$ cat src/rtl/seq_multiplier_32bit_pkg.sv
// ---------------------------------------------------------------------------
// seq_multiplier_32bit_pkg
// Shared ALU definitions used by the sequential multiplier:
//   - multiplier FSM state encoding (IDLE / RUN / DONE)
//   - ALU opcode that selects the multiply operation
//   - number of shift-add iterations per multiply
// No ports (package).
// ---------------------------------------------------------------------------
package seq_multiplier_32bit_pkg;

    typedef enum logic [1:0] {
        S_IDLE = 2'd0,
        S_RUN  = 2'd1,
        S_DONE = 2'd2
    } mul_state_t;

    localparam logic [3:0] ALU_OP_MUL = 4'h5;

    localparam int ITER_COUNT = 32;

endpackage : seq_multiplier_32bit_pkg

$ cat src/rtl/seq_multiplier_32bit_adder.sv
// ---------------------------------------------------------------------------
// ripple_carry_adder_32bit
// Purely combinational 32-bit ripple-carry adder.
// Ports:
//   a, b   [31:0] in  : addends
//   c_in          in  : carry into bit 0
//   sum    [31:0] out : a + b + c_in (low 32 bits)
//   c_out         out : carry out of bit 31
// ---------------------------------------------------------------------------
module ripple_carry_adder_32bit (
    input  logic [31:0] a,
    input  logic [31:0] b,
    input  logic        c_in,
    output logic [31:0] sum,
    output logic        c_out
);

    logic carry;

    // Carry is walked bit by bit in a variable so the chain stays a single
    // combinational path without a self-referencing vector.
    always_comb begin
        sum   = '0;
        carry = c_in;
        for (int i = 0; i < 32; i++) begin
            sum[i] = a[i] ^ b[i] ^ carry;
            carry  = (a[i] & b[i]) | (carry & (a[i] ^ b[i]));
        end
        c_out = carry;
    end

endmodule : ripple_carry_adder_32bit

$ cat src/rtl/seq_multiplier_32bit.sv
// ---------------------------------------------------------------------------
// seq_multiplier_32bit
// Unsigned 32x32 -> 64 shift-add multiplier, one iteration per clock,
// 32 iterations per product, built around one ripple-carry adder.
// Ports:
//   clk            in  : rising-edge clock
//   reset          in  : asynchronous, active-high reset
//   start          in  : multiply request, accepted in IDLE or DONE
//   a      [31:0]  in  : multiplicand, latched on accepted start
//   b      [31:0]  in  : multiplier, latched on accepted start
//   busy           out : high while iterating
//   done           out : one-cycle completion pulse
//   product[63:0]  out : last completed product
// ---------------------------------------------------------------------------
module seq_multiplier_32bit
    import seq_multiplier_32bit_pkg::*;
#(
    parameter int N = 32
) (
    input  logic           clk,
    input  logic           reset,
    input  logic           start,
    input  logic [N-1:0]   a,
    input  logic [N-1:0]   b,
    output logic           busy,
    output logic           done,
    output logic [2*N-1:0] product
);

    localparam int CNT_W = 5;
    localparam logic [CNT_W-1:0] CNT_LAST = CNT_W'(ITER_COUNT - 1);

    mul_state_t       state_q, state_d;
    logic [CNT_W-1:0] cnt_q, cnt_d;
    logic [N-1:0]     m_q, m_d;
    logic [2*N-1:0]   p_q, p_d;
    logic [2*N-1:0]   product_q, product_d;

    logic [N-1:0]     add_b;
    logic [N-1:0]     add_sum;
    logic             add_cout;
    logic [2*N-1:0]   p_shift;

    // Add the multiplicand into the upper half only when the current
    // multiplier bit (P[0]) is set.
    assign add_b = p_q[0] ? m_q : '0;

    ripple_carry_adder_32bit u_adder (
        .a     (p_q[2*N-1:N]),
        .b     (add_b),
        .c_in  (1'b0),
        .sum   (add_sum),
        .c_out (add_cout)
    );

    // 65-bit {c_out, sum, P_low} shifted right by one: the carry lands in
    // bit 63 and the consumed multiplier bit falls off the bottom.
    assign p_shift = {add_cout, add_sum, p_q[N-1:1]};

    always_comb begin
        state_d   = state_q;
        cnt_d     = cnt_q;
        m_d       = m_q;
        p_d       = p_q;
        product_d = product_q;
        case (state_q)
            S_IDLE, S_DONE: begin
                if (start) begin
                    m_d     = a;
                    p_d     = {{N{1'b0}}, b};
                    cnt_d   = '0;
                    state_d = S_RUN;
                end else if (state_q == S_DONE) begin
                    state_d = S_IDLE;
                end
            end
            S_RUN: begin
                p_d   = p_shift;
                cnt_d = cnt_q + CNT_W'(1);
                if (cnt_q == CNT_LAST) begin
                    product_d = p_shift;
                    state_d   = S_DONE;
                end
            end
            default: state_d = S_IDLE;
        endcase
    end

    always_ff @(posedge clk or posedge reset) begin
        if (reset) begin
            state_q   <= S_IDLE;
            cnt_q     <= '0;
            m_q       <= '0;
            p_q       <= '0;
            product_q <= '0;
        end else begin
            state_q   <= state_d;
            cnt_q     <= cnt_d;
            m_q       <= m_d;
            p_q       <= p_d;
            product_q <= product_d;
        end
    end

    assign busy    = (state_q == S_RUN);
    assign done    = (state_q == S_DONE);
    assign product = product_q;

endmodule : seq_multiplier_32bit

$ cat config.mk
export PLATFORM = sky130hd
export DESIGN_NAME = seq_multiplier_32bit
export DESIGN_NICKNAME = d
export VERILOG_FILES = /design/src/rtl/seq_multiplier_32bit_pkg.sv /design/src/rtl/seq_multiplier_32bit_adder.sv /design/src/rtl/seq_multiplier_32bit.sv
export SDC_FILE = /design/constraint.sdc
export NUM_CORES = 1
export LEC_CHECK = 0
export ABC_CLOCK_PERIOD_IN_PS = 16600
export BUFFER_PORTS_ARGS = -buffer_cell sky130_fd_sc_hd__buf_2
export CAP_MARGIN = 20
export CORE_MARGIN = 2
export CORE_UTILIZATION = 56
export DETAILED_ROUTE_END_ITERATION = 7
export PLACE_DENSITY = 0.78
export SYNTH_ARGS = -nofsm -noshare
export SYNTH_HDL_FRONTEND = slang
export SYNTH_SLANG_ARGS = --single-unit
$ cat constraint.sdc
create_clock -name clk -period 16.6 [get_ports clk]
set_clock_uncertainty 0.1 [all_clocks]
set_input_delay 1.66 -clock clk [delete_from_list [all_inputs] [get_ports clk]]
set_output_delay 1.66 -clock clk [all_outputs]
set_load 0.02 [all_outputs]
======== Word-level counts from Yosys, hierarchy flattened ========
Index checks and enable logic that the tools add are counted.
storage, ports and cells
  register bits after elaboration ......... 167
  output and inout port bits .............. 66
  logic and storage cells ................. 185
cells by class
  add/sub/neg operators ................... 1
  equal/unequal tests ..................... 6
  mux-type cells .......................... 9
  bitwise logic cells ..................... 157
  reductions and logical operators ........ 7
operators with widths
  kind                 count
  $pmux 64 s2          1
  $mux 64              1
  $and 1x1->1          63
  $xor 1x1->1          63
  $mux 32              1
  $or 1x1->1           31
  $pmux 5 s2           1
  $reduce_and 2->1     4
  $mux 2               3
  $add 5x1->5 const B  1
  $eq 5x5->1 const B   1
  $mux 5               1
  $pmux 2 s2           1
  $ne 3x3->1 const B   1
  $eq 2x1->1 const B   1
  $eq 2x2->1 const B   1
  $logic_not 2->1      1
  $ne 2x1->1 const B   1
  $ne 2x2->1 const B   1
  $reduce_bool 2->1    1
  $reduce_or 2->1      1

======== Logic depth before layout (Yosys ltp) ========
Gate-level depths: netlist of the first run.
  depth in word-level cells ............... 65
  mapped depth ............................ 36
  gate-level depth less buffers ........... 35

======== Cells and area by module ========
From an unflattened synthesis of the first run, not the netlist that was laid out.
unflattened totals
  cells, all modules ...................... 591
  area total of the unflattened synthesis .. 7492.2 um2
modules (own cells, without submodules)
  module                    times used  cells each  area an instance (um2)  sequential area each (um2)
  seq_multiplier_32bit      1           549         6814.0                  4179.0
  ripple_carry_adder_32bit  1           42          678.2                   0.0

======== Worst setup path before layout of the first run ========
Ideal clock, no wire load.
  path kind ............................... reg-to-reg
  start ................................... register p_q[0]
  end ..................................... register product_q[62] (netlist: product[62])
  setup time .............................. 0.130 ns
  arrival ................................. 13.785 ns
  data required time ...................... 16.370 ns
  path slack .............................. 2.585 ns
  cell stages (with the launch flop) ...... 36
  path buffers ............................ 2
  path through ............................ dfrtp_1 -> clkbuf_1 -> clkbuf_1 -> nand2_1 -> fa_1 -> fa_1 -> fa_1 -> fa_1 -> fa_1 -> fa_1 -> fa_1 -> fa_1 -> fa_1 -> fa_1 -> fa_1 -> fa_1 -> fa_1 -> fa_1 -> fa_1 -> fa_1 -> fa_1 -> fa_1 -> fa_1 -> fa_1 -> fa_1 -> fa_1 -> fa_1 -> fa_1 -> fa_1 -> fa_1 -> fa_1 -> fa_1 -> fa_1 -> fa_1 -> fa_1 -> o21ai_0
between the ends
  word-level cells in the longest chain between the ends .. 63
  elaborated cells between the ends (all ways) .. 124
  those cells by class .................... mux (1); bitwise (123)
ends and longest elaborated chain
  element                                     line                              source
  start, declared                             seq_multiplier_32bit.sv:36        logic [2*N-1:0] p_q, p_d;
  start signal, assigned                      seq_multiplier_32bit.sv:100       p_q <= p_d;
  $mux 32 (*)                                 seq_multiplier_32bit.sv:46        assign add_b = p_q[0] ? m_q : '0;
  $and 1x1->1 or $xor 1x1->1 (tied branches)  seq_multiplier_32bit_adder.sv:27  carry = (a[i] & b[i]) | (carry & (a[i] ^ b[i]));
  $and 1x1->1                                 seq_multiplier_32bit_adder.sv:27
  $or 1x1->1                                  seq_multiplier_32bit_adder.sv:27
  $and 1x1->1                                 seq_multiplier_32bit_adder.sv:27
  $or 1x1->1                                  seq_multiplier_32bit_adder.sv:27
  $and 1x1->1                                 seq_multiplier_32bit_adder.sv:27
  $or 1x1->1                                  seq_multiplier_32bit_adder.sv:27
  (+47 left out)                              -
  $or 1x1->1                                  seq_multiplier_32bit_adder.sv:27
  $and 1x1->1                                 seq_multiplier_32bit_adder.sv:27
  $or 1x1->1                                  seq_multiplier_32bit_adder.sv:27
  $and 1x1->1                                 seq_multiplier_32bit_adder.sv:27
  $or 1x1->1                                  seq_multiplier_32bit_adder.sv:27
  $and 1x1->1                                 seq_multiplier_32bit_adder.sv:27
  $or 1x1->1                                  seq_multiplier_32bit_adder.sv:27
  $xor 1x1->1 (*)                             seq_multiplier_32bit_adder.sv:26  sum[i] = a[i] ^ b[i] ^ carry;
  end signal, assigned                        seq_multiplier_32bit.sv:101       product_q <= product_d;
  end, declared                               seq_multiplier_32bit.sv:37        logic [2*N-1:0] product_q, product_d;
Every way passes the cells marked *; elsewhere a longest branch is shown, timed or not.
A chain may end at the register's enable or synchronous reset.

======== Final worst setup path of the first run ========
Same ends and word-level chain as after synthesis.

==> results of run 1 <==
-- through the flow --
step | utilization | hold WS [ns] | setup slack (ns) | power (mW)
after global routing | 0.6763 | 0.3975 | 1.514 | 1.922
after global placement | 0.6313 | 0.3525 | 2.267 | 1.391
final | 0.6763 | 0.3702 | 2.017 | 1.786
after CTS | 0.6719 | 0.3697 | 1.933 | 1.799
after floorplan | - | 0.3367 | 2.585 | 1.211
after detailed placement | 0.6313 | 0.3629 | 2.046 | 1.445
-- state kept, by name (all words and copies together), names as in the netlist --
signal   cells
m_q         32
cnt_q        5
p_q         64
state_q      2
product     64
-- logic make-up (layout without fill, tap and decap cells) --
logic type | after synthesis | after routing | share of synthesized area
compound gates | 100 | 100 | 0.09764
fa+ha+maj | 34 | 34 | 0.09074
buf+inv | 78 | 206 | 0.05037
flops | 167 | 167 | 0.5762
mux | 35 | 35 | 0.05399
simple gates | 235 | 235 | 0.1311
-- metal layers --
layer  wire [µm]  global-route usage
met5           0                   0
met4         332             0.08584
met3         766             0.06153
met2        7834              0.3888
met1        6715              0.3166
-- worst max-delay path: cells and delay by family, from the launching register on --
family,cells,cell delay [ns]
AOI/OAI and AO/OA,1,0.09
adders and majority gates,31,13.47
buffers and inverters,1,0.32
DFF,1,0.34
and+or+nand+nor,1,0.13
-- worst min path at each step --
stage	slack (ns)	depth (start not counted)	endpoint	start
after global routing	0.40	1	p_q[43]	p_q[43]
after global placement	0.35	1	cnt_q[3]	cnt_q[3]
final	0.37	1	cnt_q[3]	cnt_q[3]
after floorplan	0.34	1	cnt_q[3]	cnt_q[3]
after detailed placement	0.36	2	m_q[2]	m_q[2]
after CTS	0.37	1	cnt_q[3]	cnt_q[3]
-- power by group through the flow --
stage / combinational (mW) / clock, mW / sequential, mW
2_1_floorplan: 0.416 / 0 / 0.795
3_3_place_gp: 0.672 / 0 / 0.719
3_5_place_dp: 0.713 / 0 / 0.732
4_1_cts: 0.716 / 0.353 / 0.730
5_1_grt: 0.797 / 0.372 / 0.753
6_report: 0.709 / 0.347 / 0.731
-- cells in the mapped netlist (all sizes together) --
| cell type | number | area share |
|---|---|---|
| nand2 | 193 | 0.10 |
| a22o | 2 | 0.0024 |
| and3 | 1 | 0.00086 |
| a22oi | 32 | 0.033 |
| clkbuf | 13 | 0.0067 |
| inv | 35 | 0.018 |
| fa | 31 | 0.086 |
| and2 | 1 | 0.00086 |
| dfrtp | 167 | 0.58 |
| mux2i | 2 | 0.0028 |
| buf | 30 | 0.026 |
| nand4 | 1 | 0.00086 |
| o2bb2ai | 32 | 0.039 |
| nor2b | 2 | 0.0017 |
| nand3 | 33 | 0.023 |
| mux2 | 33 | 0.051 |
| o21ai | 34 | 0.023 |
| nand2b | 2 | 0.0017 |
| ha | 3 | 0.0052 |
| nor2 | 1 | 0.00086 |
| nand3b | 1 | 0.0016 |
-- layout make-up --
type | count | area [µm²] | share of cell area
repair buffers | 140 | 760.7 | 0.08914
multi-input cells | 404 | 2730 | 0.3199
clock inverters | 4 | 20.02 | 0.002346
flip-flops and latches | 167 | 4179 | 0.4897
well taps | 172 | 215.2 | 0.02522
clock buffers | 27 | 493.0 | 0.05776
inverters | 35 | 136.4 | 0.01598
==> load_flow_metrics.sql, run 1 <==
INSERT INTO impl_metrics (metric_group, metric, value, unit) VALUES
('outcome', 'run_status', 'finished clean', ''),
('critical_path', 'timing.critical_path.from_type', 'flip-flop', ''),
('clock_network', 'post_cts_buffers', '0', ''),
('synthesis', 'synthesis.instances', '649', ''),
('layout', 'cell_area_after_layout', '0.008534', 'mm²'),
('power', 'share_of_power_burned_in_the_clock_network', '0.194', ''),
('global_routing', 'global_route.overflow_total', '0', ''),
('timing', 'maxClockFrequency', '68.57', 'MHz'),
('synthesis', 'synth_area', '0.007253', 'mm²'),
('clock_network', 'cts-buffers-inserted', '17', ''),
('timing', 'timing.max_slew.rel_slack', '0.4950', ''),
('clock_network', 'cts_resized', '0', ''),
('critical_path', 'cpMaxStageDelayCell', 'sky130_fd_sc_hd__fa_1', ''),
('floorplan', 'die_w', '117.8', 'µm'),
('clock_network', 'cts_buffer_depth', '2', ''),
('floorplan', 'row_count', '41', ''),
('drt', 'detailroute.via_count', '5217', ''),
('synthesis', 'mappedNetlistNets', '750', ''),
('global_routing', 'grt_use_total', '0.2399', ''),
('power', 'p_switching', '0.6971', 'mW'),
('floorplan', 'start_util', '0.5748', ''),
('layout', 'antennaDiodeCount', '0', ''),
('global_routing', 'grt_antenna_before_repair', '0', ''),
('power', 'worst_ir_drop_on_vdd', '0.0001057', 'V'),
('floorplan', 'die_area', '0.01388', 'mm²'),
('layout', 'stdcell_count', '949', ''),
('timing', 'final_period_minus_worst_setup_slack', '14.58', 'ns'),
('place', 'buffer_ports.inserted', '132', ''),
('critical_path', 'critPathMaxStageDelay', '0.55', 'ns'),
('layout', 'final_common_cell', 'sky130_fd_sc_hd__nand2_1', ''),
('critical_path', 'path_max_fanout', '32', ''),
('timing', 'setup_violations', '0', ''),
('critical_path', 'setup.worst_path.end_class', 'flip-flop', ''),
('floorplan', 'num_ports', '133', ''),
('place', 'placedCellCount', '916', ''),
('layout', 'syn_to_final_growth', '17.66', '%'),
('power', 'p_per_area', '209.3', 'mW/mm²'),
('power', 'internal_power', '1.089', 'mW'),
('floorplan', 'fp.dieH', '117.8', 'µm'),
('synthesis', 'post_synth.cell_area_avg', '11.18', 'µm²'),
('critical_path', 'r2r.worst_path.cells', '34', ''),
('drt', 'detailedRoute.firstPassIterationCount', '5', ''),
('drt', 'avgViaCountPerCell', '5.497', ''),
('clock_network', 'path_clk_slew', '0.06', 'ns'),
('power', 'power.combinational.fraction', '0.397', ''),
('critical_path', 'setup.worst_path.end', 'product[62]', ''),
('timing', 'grt_setup_unrepaired', 'no', ''),
('clock_network', 'clkLatencyLatePin', '0.41', 'ns'),
('critical_path', 'arrival', '14.77', 'ns'),
('clock_network', 'tritoncts', 'built', ''),
('layout', 'proportion_of_layout_cells_with_a_drive_suffix_above_1', '0.2625', ''),
('critical_path', 'crit_type', 'reg2reg', ''),
('synthesis', 'ys_seq_elements', '167', ''),
('place', 'global_placement_routability_congestion', '0.7880', ''),
('critical_path', 'required', '16.79', 'ns'),
('timing', 'finalMaxSlewViolations', '0', ''),
('timing', 'hold_viol_final', '0', ''),
('power', 'switching_power_as_a_share_of_total_power', '0.3902', ''),
('flow_run', 'cap_violations', '0', ''),
('layout', 'nets', '866', ''),
('place', 'place_hpwl', '10260', 'µm'),
('floorplan', 'core_area', '0.01262', 'mm²'),
('min_path', 'holdCritPathClass', 'reg2reg', ''),
('timing', 'period_share', '0.8785', ''),
('drt', 'detail_route.wl_per_cell', '16.49', 'µm'),
('critical_path', 'reg2reg_setup_slack', '2.02', 'ns'),
('global_routing', 'number_of_global_route_vias_before_repair', '5469', ''),
('power', 'p_seq_frac', '0.409', ''),
('timing', 'setup_tns', '0', 'ns'),
('synthesis', 'synth_cell_type_count', '24', ''),
('critical_path', 'r2r_start', 'p_q[0]', '');
(Power assumes the default switching activity.)
==> inputs of run 2 (changes only) <==
--- a/config.mk
+++ b/config.mk
@@ -5,6 +5,7 @@
 export SDC_FILE = /design/constraint.sdc
 export NUM_CORES = 1
 export LEC_CHECK = 0
+export ABC_AREA = 1
 export ABC_CLOCK_PERIOD_IN_PS = 16600
 export BUFFER_PORTS_ARGS = -buffer_cell sky130_fd_sc_hd__buf_2
 export CAP_MARGIN = 20
==> run 2 against run 1 <==
Against the previous run: wire length rose by 0.92%; combinational power rose by 11%; via count rose by 7.5%; utilization rose by 0.37 points; design area rose by 1.4%; critical path depth rose by 3; non-clock buffer count fell by 5; synthesized cell count rose by 27%; total power rose by 5.8%.
==> load_flow_metrics.sql, run 2 <==
INSERT INTO impl_metrics (metric_group, metric, value, unit) VALUES
('outcome', 'run_status', 'finished clean', ''),
('synthesis', 'yosys_most_used_dff', 'sky130_fd_sc_hd__dfrtp_1', ''),
('place', 'placedInstanceArea', '0.008068', 'mm²'),
('drt', 'drc', '0', ''),
('timing', 'final_period_minus_worst_setup_slack', '14.94', 'ns'),
('place', 'global_placement_routability_congestion', '0.8158', ''),
('power', 'report.power.total', '1.890', 'mW'),
('clock_network', 'post_cts_buffers', '0', ''),
('critical_path', 'worst-path-stages', '37', ''),
('drt', 'detailedRoute.firstPassIterationCount', '5', ''),
('drt', 'avgViaCountPerCell', '5.003', ''),
('synthesis', 'yosysMostFrequentCell', 'sky130_fd_sc_hd__nand2_1', ''),
('floorplan', 'num_ports', '133', ''),
('critical_path', 'cpMaxStageDelayCell', 'sky130_fd_sc_hd__dfrtp_1', ''),
('layout', 'proportion_of_layout_cells_with_a_drive_suffix_above_1', '0.1823', ''),
('synthesis', 'synth-warning-count', '0', ''),
('drt', 'drtIter0Drc', '414', ''),
('layout', 'antennaDiodeCount', '0', ''),
('place', 'buffer_ports.inserted', '132', ''),
('critical_path', 'r2r.worst_path.cells', '37', ''),
('timing', 'period_share', '0.8998', ''),
('clock_network', 'cts-root-buf', 'sky130_fd_sc_hd__clkbuf_16', ''),
('place', 'place_hpwl', '9982', 'µm'),
('floorplan', 'fp.dieH', '118.6', 'µm'),
('synthesis', 'yosysTopAreaCellShare', '0.5685', ''),
('drt', 'antenna_left', '0', ''),
('global_routing', 'grt_use_total', '0.2414', ''),
('synthesis', 'synth_area', '0.007351', 'mm²'),
('synthesis', 'synth.cells.most_frequent', '428 x sky130_fd_sc_hd__nand2_1, 167 x sky130_fd_sc_hd__dfrtp_1, 71 x sky130_fd_sc_hd__inv_1', ''),
('layout', 'nets', '1037', ''),
('timing', 'maxClockFrequency', '66.95', 'MHz'),
('global_routing', 'number_of_global_route_vias_before_repair', '5647', ''),
('critical_path', 'arrival', '15.10', 'ns'),
('place', 'minimum_setup_slack_after_placement', '1.584', 'ns'),
('critical_path', 'cp_buf_inv_count', '3', ''),
('clock_network', 'cts-buffers-inserted', '17', ''),
('timing', 'grt_setup_unrepaired', 'no', ''),
('global_routing', 'grt_start_max_net_pins', '98', ''),
('critical_path', 'required', '16.77', 'ns'),
('global_routing', 'global_route.overflow_total', '0', ''),
('critical_path', 'critPathMostFrequentCell', 'sky130_fd_sc_hd__fa_1', ''),
('critical_path', 'reg2reg_setup_slack', '1.66', 'ns'),
('critical_path', 'crit_type', 'reg2reg', ''),
('timing', 'worst_slew_pin_slew', '0.9689', 'ns'),
('floorplan', 'core_area', '0.01272', 'mm²'),
('layout', 'mostFrequentLayoutCells', '428 x sky130_fd_sc_hd__nand2_1, 167 x sky130_fd_sc_hd__dfrtp_1, 132 x sky130_fd_sc_hd__buf_2, 70 x sky130_fd_sc_hd__inv_1, 32 x sky130_fd_sc_hd__o22ai_1', ''),
('power', 'leak_pwr', '4.562', 'nW'),
('timing', 'postLayoutSetupSlackWorst', '1.663', 'ns'),
('min_path', 'holdCritPathClass', 'reg2reg', ''),
('drt', 'detail_route.wl_per_cell', '14.09', 'µm'),
('drt', 'detailroute.via_count', '5608', ''),
('layout', 'syn_to_final_growth', '17.69', '%'),
('synthesis', 'async_set_or_reset_register_ratio_after_synthesis', '1.000', ''),
('critical_path', 'timing.critical_path.from_type', 'flip-flop', ''),
('layout', 'final_common_cell', 'sky130_fd_sc_hd__nand2_1', ''),
('clock_network', 'path_clk_slew', '0.06', 'ns'),
('power', 'p_per_area', '218.5', 'mW/mm²'),
('synthesis', 'synth_cell_type_count', '21', ''),
('critical_path', 'critPathMaxStageDelay', '0.72', 'ns'),
('synthesis', 'library_cell_occupying_the_most_area_in_the_post_synthesis_netlist', 'sky130_fd_sc_hd__dfrtp_1', ''),
('timing', 'setup_violations', '0', ''),
('layout', 'final.fill_count', '1078', ''),
('clock_network', 'cts-htree-levels', '4', ''),
('clock_network', 'tritoncts', 'built', ''),
('global_routing', 'grt_antenna_before_repair', '0', ''),
('timing', 'hold_viol_final', '0', ''),
('floorplan', 'die_area', '0.01406', 'mm²'),
('synthesis', 'synth_seq_area_share', '0.5685', ''),
('clock_network', 'post_cts_hold_buffer_count', '0', ''),
('critical_path', 'cpLargestDelayFamily', 'adder cells', ''),
('timing', 'timing.max_slew.rel_slack', '0.3541', ''),
('critical_path', 'setup.worst_path.end_class', 'flip-flop', ''),
('floorplan', 'start_util', '0.5778', ''),
('floorplan', 'die_w', '118.6', 'µm'),
('synthesis', 'synthTopCellsByArea', 'sky130_fd_sc_hd__dfrtp_1 57%, sky130_fd_sc_hd__nand2_1 22%, sky130_fd_sc_hd__fa_1 8.4%', ''),
('synthesis', 'post_synth.cell_area_avg', '8.953', 'µm²'),
('power', 'worst_ir_drop_on_vdd', '0.0001024', 'V'),
('critical_path', 'path_max_fanout', '18', ''),
('drt', 'wirelength_routed', '15790', 'µm'),
('synthesis', 'mappedNetlistNets', '922', ''),
('synthesis', 'ys_seq_elements', '167', ''),
('timing', 'finalMaxSlewViolations', '0', ''),
('synthesis', 'synthesis.instances', '821', ''),
('flow_run', 'cap_violations', '0', ''),
('min_path', 'hold-path-cell-count', '2', ''),
('timing', 'setup_tns', '0', 'ns'),
('clock_network', 'clkLatencyLatePin', '0.42', 'ns'),
('clock_network', 'cts_buffer_depth', '2', ''),
('clock_network', 'cts_resized', '0', ''),
('layout', 'cell_area_after_layout', '0.008651', 'mm²'),
('synthesis', 'synth-edff-count', '0', ''),
('floorplan', 'row_count', '41', ''),
('global_routing', 'wire_length_of_the_first_global_routing_pass', '26890', 'µm'),
('clock_network', 'clock-sinks', '167', '');
run 2: cell count changes in the layout (fill, tap and decap cells not counted), moves of 4 or more:
cell                        delta
sky130_fd_sc_hd__a22oi_1      -32
sky130_fd_sc_hd__buf_4         -4
sky130_fd_sc_hd__inv_1        +37
sky130_fd_sc_hd__mux2_2       -33
sky130_fd_sc_hd__nand2_1     +235
sky130_fd_sc_hd__nand3_1      -30
sky130_fd_sc_hd__o21ai_0       -5
sky130_fd_sc_hd__o21ai_1       +4
sky130_fd_sc_hd__o22ai_1      +32
sky130_fd_sc_hd__o2bb2ai_1    -32
run 2: logic make-up after synthesis:
| family | synth area share |
|---|---|
| flops | 0.5685 |
| fa+ha+maj | 0.08953 |
| compound gates | 0.05038 |
| buf+inv | 0.06349 |
| simple gates | 0.2281 |
run 2: final cells by class:
class                           count  area [µm²]  share of cell area
Sequential cell                   167        4179              0.4831
Multi-Input combinational cell    541        2715              0.3139
Timing Repair Buffer              135       690.7             0.07984
Clock buffer                       23       467.9             0.05409
Inverter                           74       282.8             0.03269
Tap cell                          172       215.2             0.02488
Clock inverter                      9       100.1             0.01157
run 2: worst paths after layout:
| check | endpoint | start |
|---|---|---|
| worst min register to register | product[24] | product[24] |
| worst min-delay path | product[24] | product[24] |
| max in group asynchronous | product[54] | reset |
| worst max-delay path | p_q[62] | p_q[0] |
| min in group asynchronous | product[31] | reset |
| worst max register to register | p_q[62] | p_q[0] |
run 2: tightest hold or removal path, stage by stage (launching register included):
cell,delay (ns)
sky130_fd_sc_hd__dfrtp_1,0.34
sky130_fd_sc_hd__nand2_1,0.05
sky130_fd_sc_hd__nand2_1,0.05
run 2: power breakdown:
part | leakage [nW] | total (mW) | internal, mW | switching [mW]
logic | 2.28 | 0.787 | 0.293 | 0.494
clock network | 0.277 | 0.380 | 0.228 | 0.152
registers | 2.01 | 0.723 | 0.608 | 0.115
total | 4.56 | 1.89 | 1.13 | 0.761
run 2: layer usage:
metal,share of wire,up-vias,track usage
met1,0.45,2665,0.3278
met4,0.032,0,0.1094
met3,0.046,41,0.04971
met2,0.48,180,0.3779
met5,0,-,0
li1,-,2722,-
run 2: metrics by stage:
| stage | utilization | hold WS [ns] | std cells |
|---|---|---|---|
| 5_1_grt | 0.6800 | 0.3979 | 1121 |
| 6_report | 0.6800 | 0.3716 | 1121 |
| 4_1_cts | 0.6788 | 0.3765 | 1120 |
| 3_5_place_dp | 0.6341 | 0.3599 | 1088 |
| 2_1_floorplan | - | 0.3483 | 821 |
| 3_3_place_gp | 0.6341 | 0.3585 | 1088 |
==> inputs of run 3 (changes only) <==
--- a/config.mk
+++ b/config.mk
@@ -10,9 +10,9 @@
 export BUFFER_PORTS_ARGS = -buffer_cell sky130_fd_sc_hd__buf_2
 export CAP_MARGIN = 20
 export CORE_MARGIN = 2
-export CORE_UTILIZATION = 56
+export CORE_UTILIZATION = 44
 export DETAILED_ROUTE_END_ITERATION = 7
-export PLACE_DENSITY = 0.78
+export PLACE_DENSITY = 0.63
 export SYNTH_ARGS = -nofsm -noshare
 export SYNTH_HDL_FRONTEND = slang
 export SYNTH_SLANG_ARGS = --single-unit
==> run 3 against run 2 <==
Against the previous run: clock power is 2% higher; wire length decreased by 1.6%; worst setup slack better by 0.59 ns; count of clock-buffer cells in the layout increased by 3; sequential power decreased by 2%; design area rose by 0.71%; global-route usage fell by 5.7 points; critical path depth down 3; fmax up 4.1%; via count shrank 4.3%; register-to-register slack better by 0.59 ns; final cell count is 4.1% higher; highest routed layer unchanged.
==> load_flow_metrics.sql, run 3 (same netlist as run 2, synthesis figures left out) <==
INSERT INTO impl_metrics (metric_group, metric, value, unit) VALUES
('place', 'buffer_ports.inserted', '132', ''),
('layout', 'nets', '1037', ''),
('clock_network', 'cts-buffers-inserted', '17', ''),
('timing', 'worst_slew_pin_slew', '0.9905', 'ns'),
('global_routing', 'wire_length_of_the_first_global_routing_pass', '25950', 'µm'),
('clock_network', 'clock-sinks', '167', ''),
('timing', 'setup_violations', '0', ''),
('timing', 'final_period_minus_worst_setup_slack', '14.35', 'ns'),
('layout', 'mostFrequentLayoutCells', '428 x sky130_fd_sc_hd__nand2_1, 167 x sky130_fd_sc_hd__dfrtp_1, 132 x sky130_fd_sc_hd__buf_2, 70 x sky130_fd_sc_hd__inv_1, 32 x sky130_fd_sc_hd__o22ai_1', ''),
('power', 'p_per_area', '215.2', 'mW/mm²'),
('clock_network', 'path_clk_slew', '0.06', 'ns'),
('layout', 'footprint_of_the_multi_input_gates', '0.002715', 'mm²'),
('clock_network', 'cts-root-buf', 'sky130_fd_sc_hd__clkbuf_16', ''),
('power', 'p_seq_frac', '0.380', ''),
('place', 'global_placement_routability_congestion', '0.7371', ''),
('clock_network', 'cts-htree-levels', '4', ''),
('critical_path', 'required', '16.77', 'ns'),
('critical_path', 'setup.worst_path.end_class', 'flip-flop', ''),
('floorplan', 'num_ports', '133', ''),
('power', 'p_switching', '0.7395', 'mW'),
('timing', 'period_share', '0.8646', ''),
('timing', 'grt_setup_unrepaired', 'no', ''),
('place', 'minimum_setup_slack_after_placement', '2.173', 'ns'),
('timing', 'finalMaxSlewViolations', '0', ''),
('global_routing', 'grt_start_max_net_pins', '98', ''),
('clock_network', 'post_cts_hold_buffer_count', '0', ''),
('critical_path', 'crit_type', 'reg2reg', ''),
('critical_path', 'critPathMaxStageDelay', '0.53', 'ns'),
('clock_network', 'post_cts_buffers', '0', ''),
('drt', 'drtIter0Drc', '214', ''),
('layout', 'storage_cell_area', '0.004179', 'mm²'),
('critical_path', 'arrival', '14.53', 'ns'),
('min_path', 'holdCritPathClass', 'reg2reg', ''),
('critical_path', 'critPathMostFrequentCell', 'sky130_fd_sc_hd__fa_1', ''),
('drt', 'detailedRoute.firstPassIterationCount', '4', ''),
('critical_path', 'cpMaxStageDelayCell', 'sky130_fd_sc_hd__fa_1', ''),
('power', 'internal_power', '1.135', 'mW'),
('global_routing', 'global_route.overflow_total', '0', ''),
('drt', 'drc', '0', ''),
('floorplan', 'row_count', '47', ''),
('timing', 'timing.max_slew.rel_slack', '0.3397', ''),
('floorplan', 'fp.dieH', '133.3', 'µm'),
('floorplan', 'start_util', '0.4464', ''),
('global_routing', 'grt_antenna_before_repair', '1', ''),
('drt', 'avgViaCountPerCell', '4.598', ''),
('drt', 'detail_route.wl_per_cell', '13.32', 'µm'),
('critical_path', 'timing.critical_path.from_type', 'flip-flop', ''),
('clock_network', 'cts_resized', '0', ''),
('global_routing', 'number_of_global_route_vias_before_repair', '5269', ''),
('power', 'power.combinational.fraction', '0.413', ''),
('power', 'leak_pwr', '4.565', 'nW'),
('clock_network', 'cts_buffer_depth', '2', ''),
('critical_path', 'path_max_fanout', '32', ''),
('layout', 'syn_to_final_growth', '18.52', '%'),
('flow_run', 'cap_violations', '0', ''),
('clock_network', 'tritoncts', 'built', ''),
('floorplan', 'core_area', '0.01647', 'mm²'),
('floorplan', 'die_w', '133.3', 'µm'),
('timing', 'postLayoutSetupSlackWorst', '2.248', 'ns'),
('drt', 'wirelength_routed', '15550', 'µm'),
('timing', 'hold_viol_final', '0', ''),
('layout', 'proportion_of_layout_cells_with_a_drive_suffix_above_1', '0.1797', ''),
('drt', 'antenna_left', '0', ''),
('power', 'worst_ir_drop_on_vdd', '0.00008872', 'V'),
('clock_network', 'clkLatencyLatePin', '0.43', 'ns'),
('global_routing', 'grt_use_total', '0.1842', ''),
('drt', 'detailroute.via_count', '5366', ''),
('place', 'place_hpwl', '9843', 'µm'),
('layout', 'final_common_cell', 'sky130_fd_sc_hd__nand2_1', ''),
('layout', 'final.fill_count', '1588', ''),
('outcome', 'run_status', 'finished clean', ''),
('floorplan', 'die_area', '0.01776', 'mm²'),
('timing', 'setup_tns', '0', 'ns'),
('timing', 'maxClockFrequency', '69.68', 'MHz'),
('power', 'share_of_power_burned_in_the_clock_network', '0.207', ''),
('power', 'switching_power_as_a_share_of_total_power', '0.3944', ''),
('layout', 'utilization', '0.5291', '');
run 3: worst paths after layout:
check                             from          end  slack (ns)  depth (start not counted)
max                             p_q[0]  product[62]        2.25                         34
min                        product[24]  product[24]        0.37                          2
max reg2reg                     p_q[0]  product[62]        2.25                         34
min reg2reg                product[24]  product[24]        0.37                          2
max in group asynchronous        reset     cnt_q[1]       13.66                          3
min in group asynchronous        reset  product[26]        1.28                          2
run 3: area by class of cell:
type / instances / share of cell area
multi-input cells: 541 / 0.3116
repair buffers: 135 / 0.07841
inverters: 74 / 0.03246
diodes: 1 / 0.0002872
clock inverters: 3 / 0.007468
well taps: 220 / 0.03160
clock buffers: 26 / 0.05845
flip-flops and latches: 167 / 0.4797
run 3: worst max-delay path, delay by kind of cell (launching register included):
kind	cells	cell delay [ns]
buffers and inverters	1	0.31
AO/OA/AOI/OAI	1	0.09
flip-flops	1	0.34
AND/OR/NAND/NOR	1	0.13
adder cells (fa/ha/maj)	31	13.25
run 3: stage by stage:
| step | std cells | instance area [µm²] | hold WS (ns) | power (mW) |
|---|---|---|---|---|
| after floorplan | 821 | 7351 | 0.3483 | 1.278 |
| after global placement | 1137 | 8135 | 0.3586 | 1.483 |
| after detailed placement | 1137 | 8135 | 0.3599 | 1.503 |
| after CTS | 1166 | 8710 | 0.3766 | 1.901 |
| after global routing | 1167 | 8712 | 0.3873 | 2.040 |
| final | 1167 | 8712 | 0.3709 | 1.875 |
run 3: power by group through the flow:
stage                     clock network (mW)  registers, mW  logic [mW]
after CTS                              0.398          0.713       0.790
after detailed placement                   0          0.717       0.785
final                                  0.389          0.712       0.774
after floorplan                            0          0.785       0.493
after global routing                   0.415          0.736       0.888
after global placement                     0          0.713       0.770
run 3: layer usage:
layer | GRT usage | part of all wire | vias to the layer above
met5 | 0 | 0 | -
met4 | 0.06915 | 0.010 | 0
met3 | 0.03082 | 0.033 | 11
met2 | 0.2912 | 0.47 | 97
met1 | 0.2579 | 0.49 | 2534
li1 | - | - | 2724
